**src/rtl/pokemon_round_ctrl.sv**
```systemverilog
// pokemon_round_ctrl: frame-paced round controller for the green-object game.
// Picks a target box (1-9) from an on-chip LFSR, scores hits reported by the
// per-box green detector at frame refresh, and charges a life on timeout.
// Optional feature macro: POKEMON_SPEEDUP_EN (every 4th hit shrinks the
// active window by 8 frames, floor 16, restored on game start).
module pokemon_round_ctrl #(
  parameter int unsigned WINDOW_FRAMES = 120,
  parameter int unsigned GAP_FRAMES    = 30,
  parameter int unsigned LIVES         = 3,
  parameter int unsigned SCORE_W       = 8,
  parameter logic [15:0] LFSR_SEED     = 16'hACE1
) (
  input  logic               i_clk,
  input  logic               i_rst_n,
  input  logic               i_refresh,
  input  logic [8:0]         i_box_green,
  input  logic               i_start,
  output logic [3:0]         o_target,
  output logic               o_target_valid,
  output logic               o_hit,
  output logic               o_miss,
  output logic [SCORE_W-1:0] o_score,
  output logic [2:0]         o_lives,
  output logic               o_game_over
);

  localparam int unsigned CNT_W  = 8;
  localparam int unsigned BOX_W  = 9;
  localparam int unsigned TGT_W  = 4;
  localparam int unsigned LIV_W  = 3;
  localparam int unsigned LFSR_W = 16;

  typedef enum logic [1:0] {
    S_IDLE = 2'd0,
    S_GAP  = 2'd1,
    S_WAIT = 2'd2,
    S_OVER = 2'd3
  } state_t;

  state_t              r_state;
  state_t              w_state_nxt;

  logic [LFSR_W-1:0]   r_lfsr;
  logic [CNT_W-1:0]    r_frame_cnt;
  logic [TGT_W-1:0]    r_prev_target;
  logic [TGT_W-1:0]    r_target;
  logic                r_target_valid;
  logic                r_hit;
  logic                r_miss;
  logic [SCORE_W-1:0]  r_score;
  logic [LIV_W-1:0]    r_lives;
  logic                r_game_over;

  logic [CNT_W-1:0]    w_cnt_nxt;
  logic [TGT_W-1:0]    w_prev_nxt;
  logic [TGT_W-1:0]    w_target_nxt;
  logic                w_hit_nxt;
  logic                w_miss_nxt;
  logic [SCORE_W-1:0]  w_score_nxt;
  logic [LIV_W-1:0]    w_lives_nxt;

  logic                w_lfsr_fb;
  logic [TGT_W-1:0]    w_cand_raw;
  logic [TGT_W-1:0]    w_candidate;
  logic [BOX_W-1:0]    w_tgt_mask;
  logic                w_tgt_green;
  logic                w_gap_done;
  logic                w_timeout;
  logic [CNT_W-1:0]    w_window;

`ifdef POKEMON_SPEEDUP_EN
  logic [CNT_W-1:0]    r_window;
  logic [1:0]          r_hit_mod;
  logic [CNT_W-1:0]    w_window_nxt;
  logic [1:0]          w_hit_mod_nxt;

  assign w_window = r_window;
`else
  assign w_window = CNT_W'(WINDOW_FRAMES);
`endif

  // Candidate box from the low LFSR nibble, stepped past a repeat of the last target
  assign w_lfsr_fb   = r_lfsr[15] ^ r_lfsr[13] ^ r_lfsr[12] ^ r_lfsr[10];
  assign w_cand_raw  = TGT_W'(r_lfsr[3:0] % 4'd9) + 4'd1;
  assign w_candidate = (w_cand_raw != r_prev_target) ? w_cand_raw :
                       (w_cand_raw == 4'd9) ? 4'd1 : (w_cand_raw + 4'd1);

  // Only the flag of the current target box matters
  assign w_tgt_mask  = (r_target == 4'd0) ? '0 : (BOX_W'(1) << (r_target - 4'd1));
  assign w_tgt_green = |(i_box_green & w_tgt_mask);
  assign w_gap_done  = (r_frame_cnt == CNT_W'(GAP_FRAMES - 1));
  assign w_timeout   = (r_frame_cnt == (w_window - 8'd1));

  // LFSR free-runs every clock out of reset
  always_ff @(posedge i_clk or negedge i_rst_n) begin
    if (!i_rst_n) begin
      r_lfsr <= LFSR_SEED;
    end else begin
      r_lfsr <= {r_lfsr[14:0], w_lfsr_fb};
    end
  end

  // State and registered outputs
  always_ff @(posedge i_clk or negedge i_rst_n) begin
    if (!i_rst_n) begin
      r_state        <= S_IDLE;
      r_frame_cnt    <= '0;
      r_prev_target  <= '0;
      r_target       <= '0;
      r_target_valid <= 1'b0;
      r_hit          <= 1'b0;
      r_miss         <= 1'b0;
      r_score        <= '0;
      r_lives        <= '0;
      r_game_over    <= 1'b0;
`ifdef POKEMON_SPEEDUP_EN
      r_window       <= CNT_W'(WINDOW_FRAMES);
      r_hit_mod      <= '0;
`endif
    end else begin
      r_state        <= w_state_nxt;
      r_frame_cnt    <= w_cnt_nxt;
      r_prev_target  <= w_prev_nxt;
      r_target       <= w_target_nxt;
      r_target_valid <= (w_state_nxt == S_WAIT);
      r_hit          <= w_hit_nxt;
      r_miss         <= w_miss_nxt;
      r_score        <= w_score_nxt;
      r_lives        <= w_lives_nxt;
      r_game_over    <= (w_state_nxt == S_OVER);
`ifdef POKEMON_SPEEDUP_EN
      r_window       <= w_window_nxt;
      r_hit_mod      <= w_hit_mod_nxt;
`endif
    end
  end

  // Next-state logic; a hit wins over a coincident timeout
  always_comb begin
    w_state_nxt = r_state;
    case (r_state)
      S_IDLE, S_OVER: begin
        if (i_start) w_state_nxt = S_GAP;
      end
      S_GAP: begin
        if (i_refresh && w_gap_done) w_state_nxt = S_WAIT;
      end
      S_WAIT: begin
        if (i_refresh) begin
          if (w_tgt_green) begin
            w_state_nxt = S_GAP;
          end else if (w_timeout) begin
            w_state_nxt = (r_lives <= 3'd1) ? S_OVER : S_GAP;
          end
        end
      end
      default: w_state_nxt = S_IDLE;
    endcase
  end

  // Next values for counters, target, score, lives and pulses
  always_comb begin
    w_cnt_nxt     = r_frame_cnt;
    w_prev_nxt    = r_prev_target;
    w_target_nxt  = r_target;
    w_hit_nxt     = 1'b0;
    w_miss_nxt    = 1'b0;
    w_score_nxt   = r_score;
    w_lives_nxt   = r_lives;
`ifdef POKEMON_SPEEDUP_EN
    w_window_nxt  = r_window;
    w_hit_mod_nxt = r_hit_mod;
`endif
    case (r_state)
      S_IDLE, S_OVER: begin
        if (i_start) begin
          w_score_nxt   = '0;
          w_lives_nxt   = LIV_W'(LIVES);
          w_cnt_nxt     = '0;
          w_target_nxt  = '0;
`ifdef POKEMON_SPEEDUP_EN
          w_window_nxt  = CNT_W'(WINDOW_FRAMES);
          w_hit_mod_nxt = '0;
`endif
        end
      end
      S_GAP: begin
        if (i_refresh) begin
          if (w_gap_done) begin
            w_target_nxt = w_candidate;
            w_prev_nxt   = w_candidate;
            w_cnt_nxt    = '0;
          end else begin
            w_cnt_nxt    = r_frame_cnt + 8'd1;
          end
        end
      end
      S_WAIT: begin
        if (i_refresh) begin
          if (w_tgt_green) begin
            w_hit_nxt    = 1'b1;
            w_score_nxt  = (&r_score) ? r_score : (r_score + SCORE_W'(1));
            w_target_nxt = '0;
            w_cnt_nxt    = '0;
`ifdef POKEMON_SPEEDUP_EN
            w_hit_mod_nxt = r_hit_mod + 2'd1;
            if (r_hit_mod == 2'd3) begin
              w_window_nxt = (r_window > 8'd24) ? (r_window - 8'd8) : 8'd16;
            end
`endif
          end else if (w_timeout) begin
            w_miss_nxt   = 1'b1;
            w_lives_nxt  = r_lives - 3'd1;
            w_target_nxt = '0;
            w_cnt_nxt    = '0;
          end else begin
            w_cnt_nxt    = r_frame_cnt + 8'd1;
          end
        end
      end
      default: begin
        w_cnt_nxt = '0;
      end
    endcase
  end

  assign o_target       = r_target;
  assign o_target_valid = r_target_valid;
  assign o_hit          = r_hit;
  assign o_miss         = r_miss;
  assign o_score        = r_score;
  assign o_lives        = r_lives;
  assign o_game_over    = r_game_over;

endmodule

```
**config.mk**
```make
export PLATFORM = sky130hd
export DESIGN_NAME = pokemon_round_ctrl
export DESIGN_NICKNAME = d
export VERILOG_FILES = /design/src/rtl/pokemon_round_ctrl.sv
export SDC_FILE = /design/constraint.sdc
export NUM_CORES = 1
export LEC_CHECK = 0
export ABC_AREA = 1
export CELL_PAD_IN_SITES_DETAIL_PLACEMENT = 0
export CELL_PAD_IN_SITES_GLOBAL_PLACEMENT = 2
export CORE_ASPECT_RATIO = 1.4
export CORE_MARGIN = 2
export CORE_UTILIZATION = 25
export CTS_CLUSTER_SIZE = 24
export DETAILED_ROUTE_END_ITERATION = 12
export PLACE_DENSITY_LB_ADDON = 0.1
export SETUP_SLACK_MARGIN = 0.05
export SYNTH_ARGS = -nofsm -noshare
export SYNTH_HDL_FRONTEND = slang
export SYNTH_SLANG_ARGS = --single-unit
```
**constraint.sdc**
```tcl
create_clock -name i_clk -period 4.6 [get_ports i_clk]
set_input_delay 0.69 -clock i_clk [delete_from_list [all_inputs] [get_ports i_clk]]
set_output_delay 0.69 -clock i_clk [all_outputs]
set_load 0.01 [all_outputs]
```
==> impl_metrics.json <==
{
  "final-seq-area_sq_um": 1236,
  "cpMostUsedCell": "nand2_1",
  "fin_setup_tns_ps": 0,
  "cp_slowest_cell": "dfstp_2",
  "drt_iter0_markers": 45,
  "crit_type": "reg -> reg",
  "p_sw_w": 0.0006354,
  "intPower_w": 0.0009055,
  "ys_warn_count": 0,
  "cts_tree": "done",
  "min_path_type": "reg -> reg",
  "min_to": "r_lfsr[15]",
  "multiInputGateArea_sq_um": 1386,
  "rsz0062_at_grt": "no",
  "fin_util_pct": 30.94,
  "endpoint_kind": "flop",
  "p_clk_share_pct": 25.2,
  "netlist_area_sq_um": 2853,
  "grt_pass1_vias": 2405,
  "synth_common_cells": "78 x nand2_1, 49 x inv_1, 42 x nand3_1",
  "syn2layout_area_growth_pct": 21.71,
  "cts_resized": 0,
  "p_comb_share_pct": 40.5,
  "hold_depth": 0,
  "cp.buffers_inverters": 2,
  "maxCapViolations": 0,
  "p_leak_nw": 1.554,
  "n_fill_cell": 1231,
  "nets": 413,
  "synth.distinct_cells": 37,
  "fin_crit_sh_pct": 58.41,
  "drive_gt1_share_pct": 13.62,
  "hold_path_startpoint": "r_lfsr[14]",
  "crit_path_cell_trace": "inv_1 -> ha_1 -> nand3_2 -> nand2_2 -> o21ai_0 -> ha_1 -> xnor2_1 -> nand3_1 -> inv_1 -> nand2_1 -> nor2_2 -> nand2_1 -> nand3_1 -> nand2_1",
  "run_status": "finished clean",
  "std_cell_rows": 46,
  "post_dp_cell_area_sq_um": 3313,
  "start_kind": "flop",
  "worst_pin_slew_ps": 838.7,
  "cp-startpoint": "r_lfsr[0]",
  "ios": 32,
  "grt_usage_pct": 12.47,
  "cts_max_path_buffers": 2,
  "synth_top_area_share_pct": 35.96,
  "fin_skew_ps": 13.84,
  "critPathMaxStageDelay_ps": 560,
  "fin_crit_ps": 2687,
  "synth_ff_type": "dfrtp_1",
  "r2r_end": "r_prev_target[3]",
  "firstDrtPassIters": 4,
  "hpwl_um": 5412,
  "fmax_mhz": 372.2,
  "core-area_sq_um": 11220,
  "setup_violations": 0,
  "syn_inst": 353,
  "max_slew_margin_pct": 44.09,
  "netSwitchingFraction_pct": 41.24,
  "seqPwrFrac_pct": 34.4,
  "numPortBuffers": 31,
  "synth-edff-count": 0,
  "synth_seq_cells": 49,
  "timing.rr.start": "r_lfsr[0]",
  "post-route-drc-count": 0,
  "holdWs_ps": 356.9,
  "synth_fp_nets": 378,
  "syn_area_per_cell_sq_um": 8.081,
  "die_x_um": 94.28,
  "drt_wl_total_um": 7043,
  "die_area_sq_um": 12290,
  "ir_drop_mv": 0.1410,
  "post_drt_wl_per_cell_um": 13.21,
  "cts_root_buf": "clkbuf_16",
  "power_density_nw_per_um2": 443.8,
  "synth-seq-area-share_pct": 43.33,
  "cp_top_family": "simple AND/OR/NAND/NOR gates",
  "cts_made_buffers": 5,
  "drtAntennaViolNets": 0,
  "grt_max_degree": 50,
  "async_flop_share_pct": 100.0,
  "crit_required_ps": 4780,
  "grt_antenna_before_repair": 0,
  "post-cts-setup-buffers": 0,
  "insertion_delay_ps": 300,
  "grt_pass1_wl_um": 11810,
  "synth_area_leaders": "dfrtp_1 36%, nand2_1 10%, dfstp_2 7.4%",
  "diodes": 0,
  "synth.most_common_cell": "nand2_1",
  "final-max-slew-violation-count": 0,
  "via_per_inst": 4.400,
  "vias": 2345,
  "path_max_fanout": 5,
  "worstPathArrival_ps": 2870,
  "die_h_um": 130.4,
  "gp_congestion": 0.7382,
  "start_util_pct": 25.42,
  "cts.sinks": 49,
  "grt.overflow.total": 0,
  "htree_levels": 2,
  "finalHoldViolations": 0,
  "ff2ff_path_depth": 14,
  "ff2ff_setup_slack_ps": 1910,
  "postCtsHoldBufs": 0,
  "fin_area_sq_um": 3472,
  "yosysTopAreaCell": "dfrtp_1",
  "clk_pin_slew_ps": 70
}
worst reg2reg max path, stage by stage (launching register included):
cell,delay (ps)
dfstp_2,560
inv_1,90
ha_1,240
nand3_2,110
nand2_2,80
o21ai_0,330
ha_1,350
xnor2_1,170
nand3_1,150
inv_1,80
nand2_1,60
nor2_2,140
nand2_1,90
nand3_1,70
nand2_1,50
placed cells by master (no fill, tap or decap), types with 8 or more instances in the layout:
master           instances
clkdlybuf4s50_1         30
dfrtp_1                 41
dfstp_2                  8
ha_1                    12
inv_1                   49
nand2_1                 78
nand2_2                 11
nand3_1                 42
nor2_1                  29
o21ai_0                 12
power by group through the flow:
stage	logic, W	registers [W]	clock network, W
global route	0.000705	0.000541	0.000424
global placement	0.000649	0.000540	0
detailed placement	0.000639	0.000539	0
floorplan	0.000461	0.000536	0
finish	0.000624	0.000529	0.000388
CTS	0.000642	0.000531	0.000409
how the worst max path moves through the flow:
stage                            end  slack [ps]  cells past startpoint
global placement         o_target[2]        1930                      7
finish              r_prev_target[3]        1910                     14
floorplan           r_prev_target[1]        2170                     14
global route        r_prev_target[3]        1620                     14
CTS                      o_target[0]        1870                     14
detailed placement       o_target[0]        1900                     14
stage by stage:
stage / worst slack [ps] / power, W / instances
after floorplan: 2165 / 0.0009964 / 353
after global placement: 1933 / 0.001188 / 525
after detailed placement: 1898 / 0.001178 / 525
after CTS: 1874 / 0.001582 / 533
after global routing: 1622 / 0.001671 / 533
final: 1913 / 0.001541 / 533
logic make-up after synthesis:
family / Yosys count / synth area share (%)
DFF: 49 / 43.33
xor gates and xnor gates: 9 / 2.763
adders and majority gates: 12 / 5.263
AOI/OAI and AO/OA: 37 / 8.158
buffers and inverters: 56 / 8.070
and+or+nand+nor: 190 / 32.41
registers in the layout, indices dropped and copies added (netlist names):
signal	count
o_lives	3
o_score	8
r_frame_cnt	8
o_target	4
r_state	2
o_game_over	1
o_hit	1
r_lfsr	16
r_prev_target	4
o_target_valid	1
o_miss	1
routing by layer:
metal	wire length, um	track usage (%)	part of all wire, %	vias up
met1	2854	13.54	41	1098
met4	171	5.541	2.4	0
met5	0	0	0	-
met3	108	1.720	1.5	10
li1	-	-	-	1220
met2	3908	23.78	55	17
layout make-up:
type / instances / share of cell area (%)
inverters: 52 / 5.694
clock inverters: 3 / 0.9730
well taps: 144 / 5.189
clock buffers: 5 / 3.604
flip-flops and latches: 49 / 35.60
multi-input cells: 248 / 39.93
repair buffers: 32 / 9.009
Power figures use the tool's default switching activity.
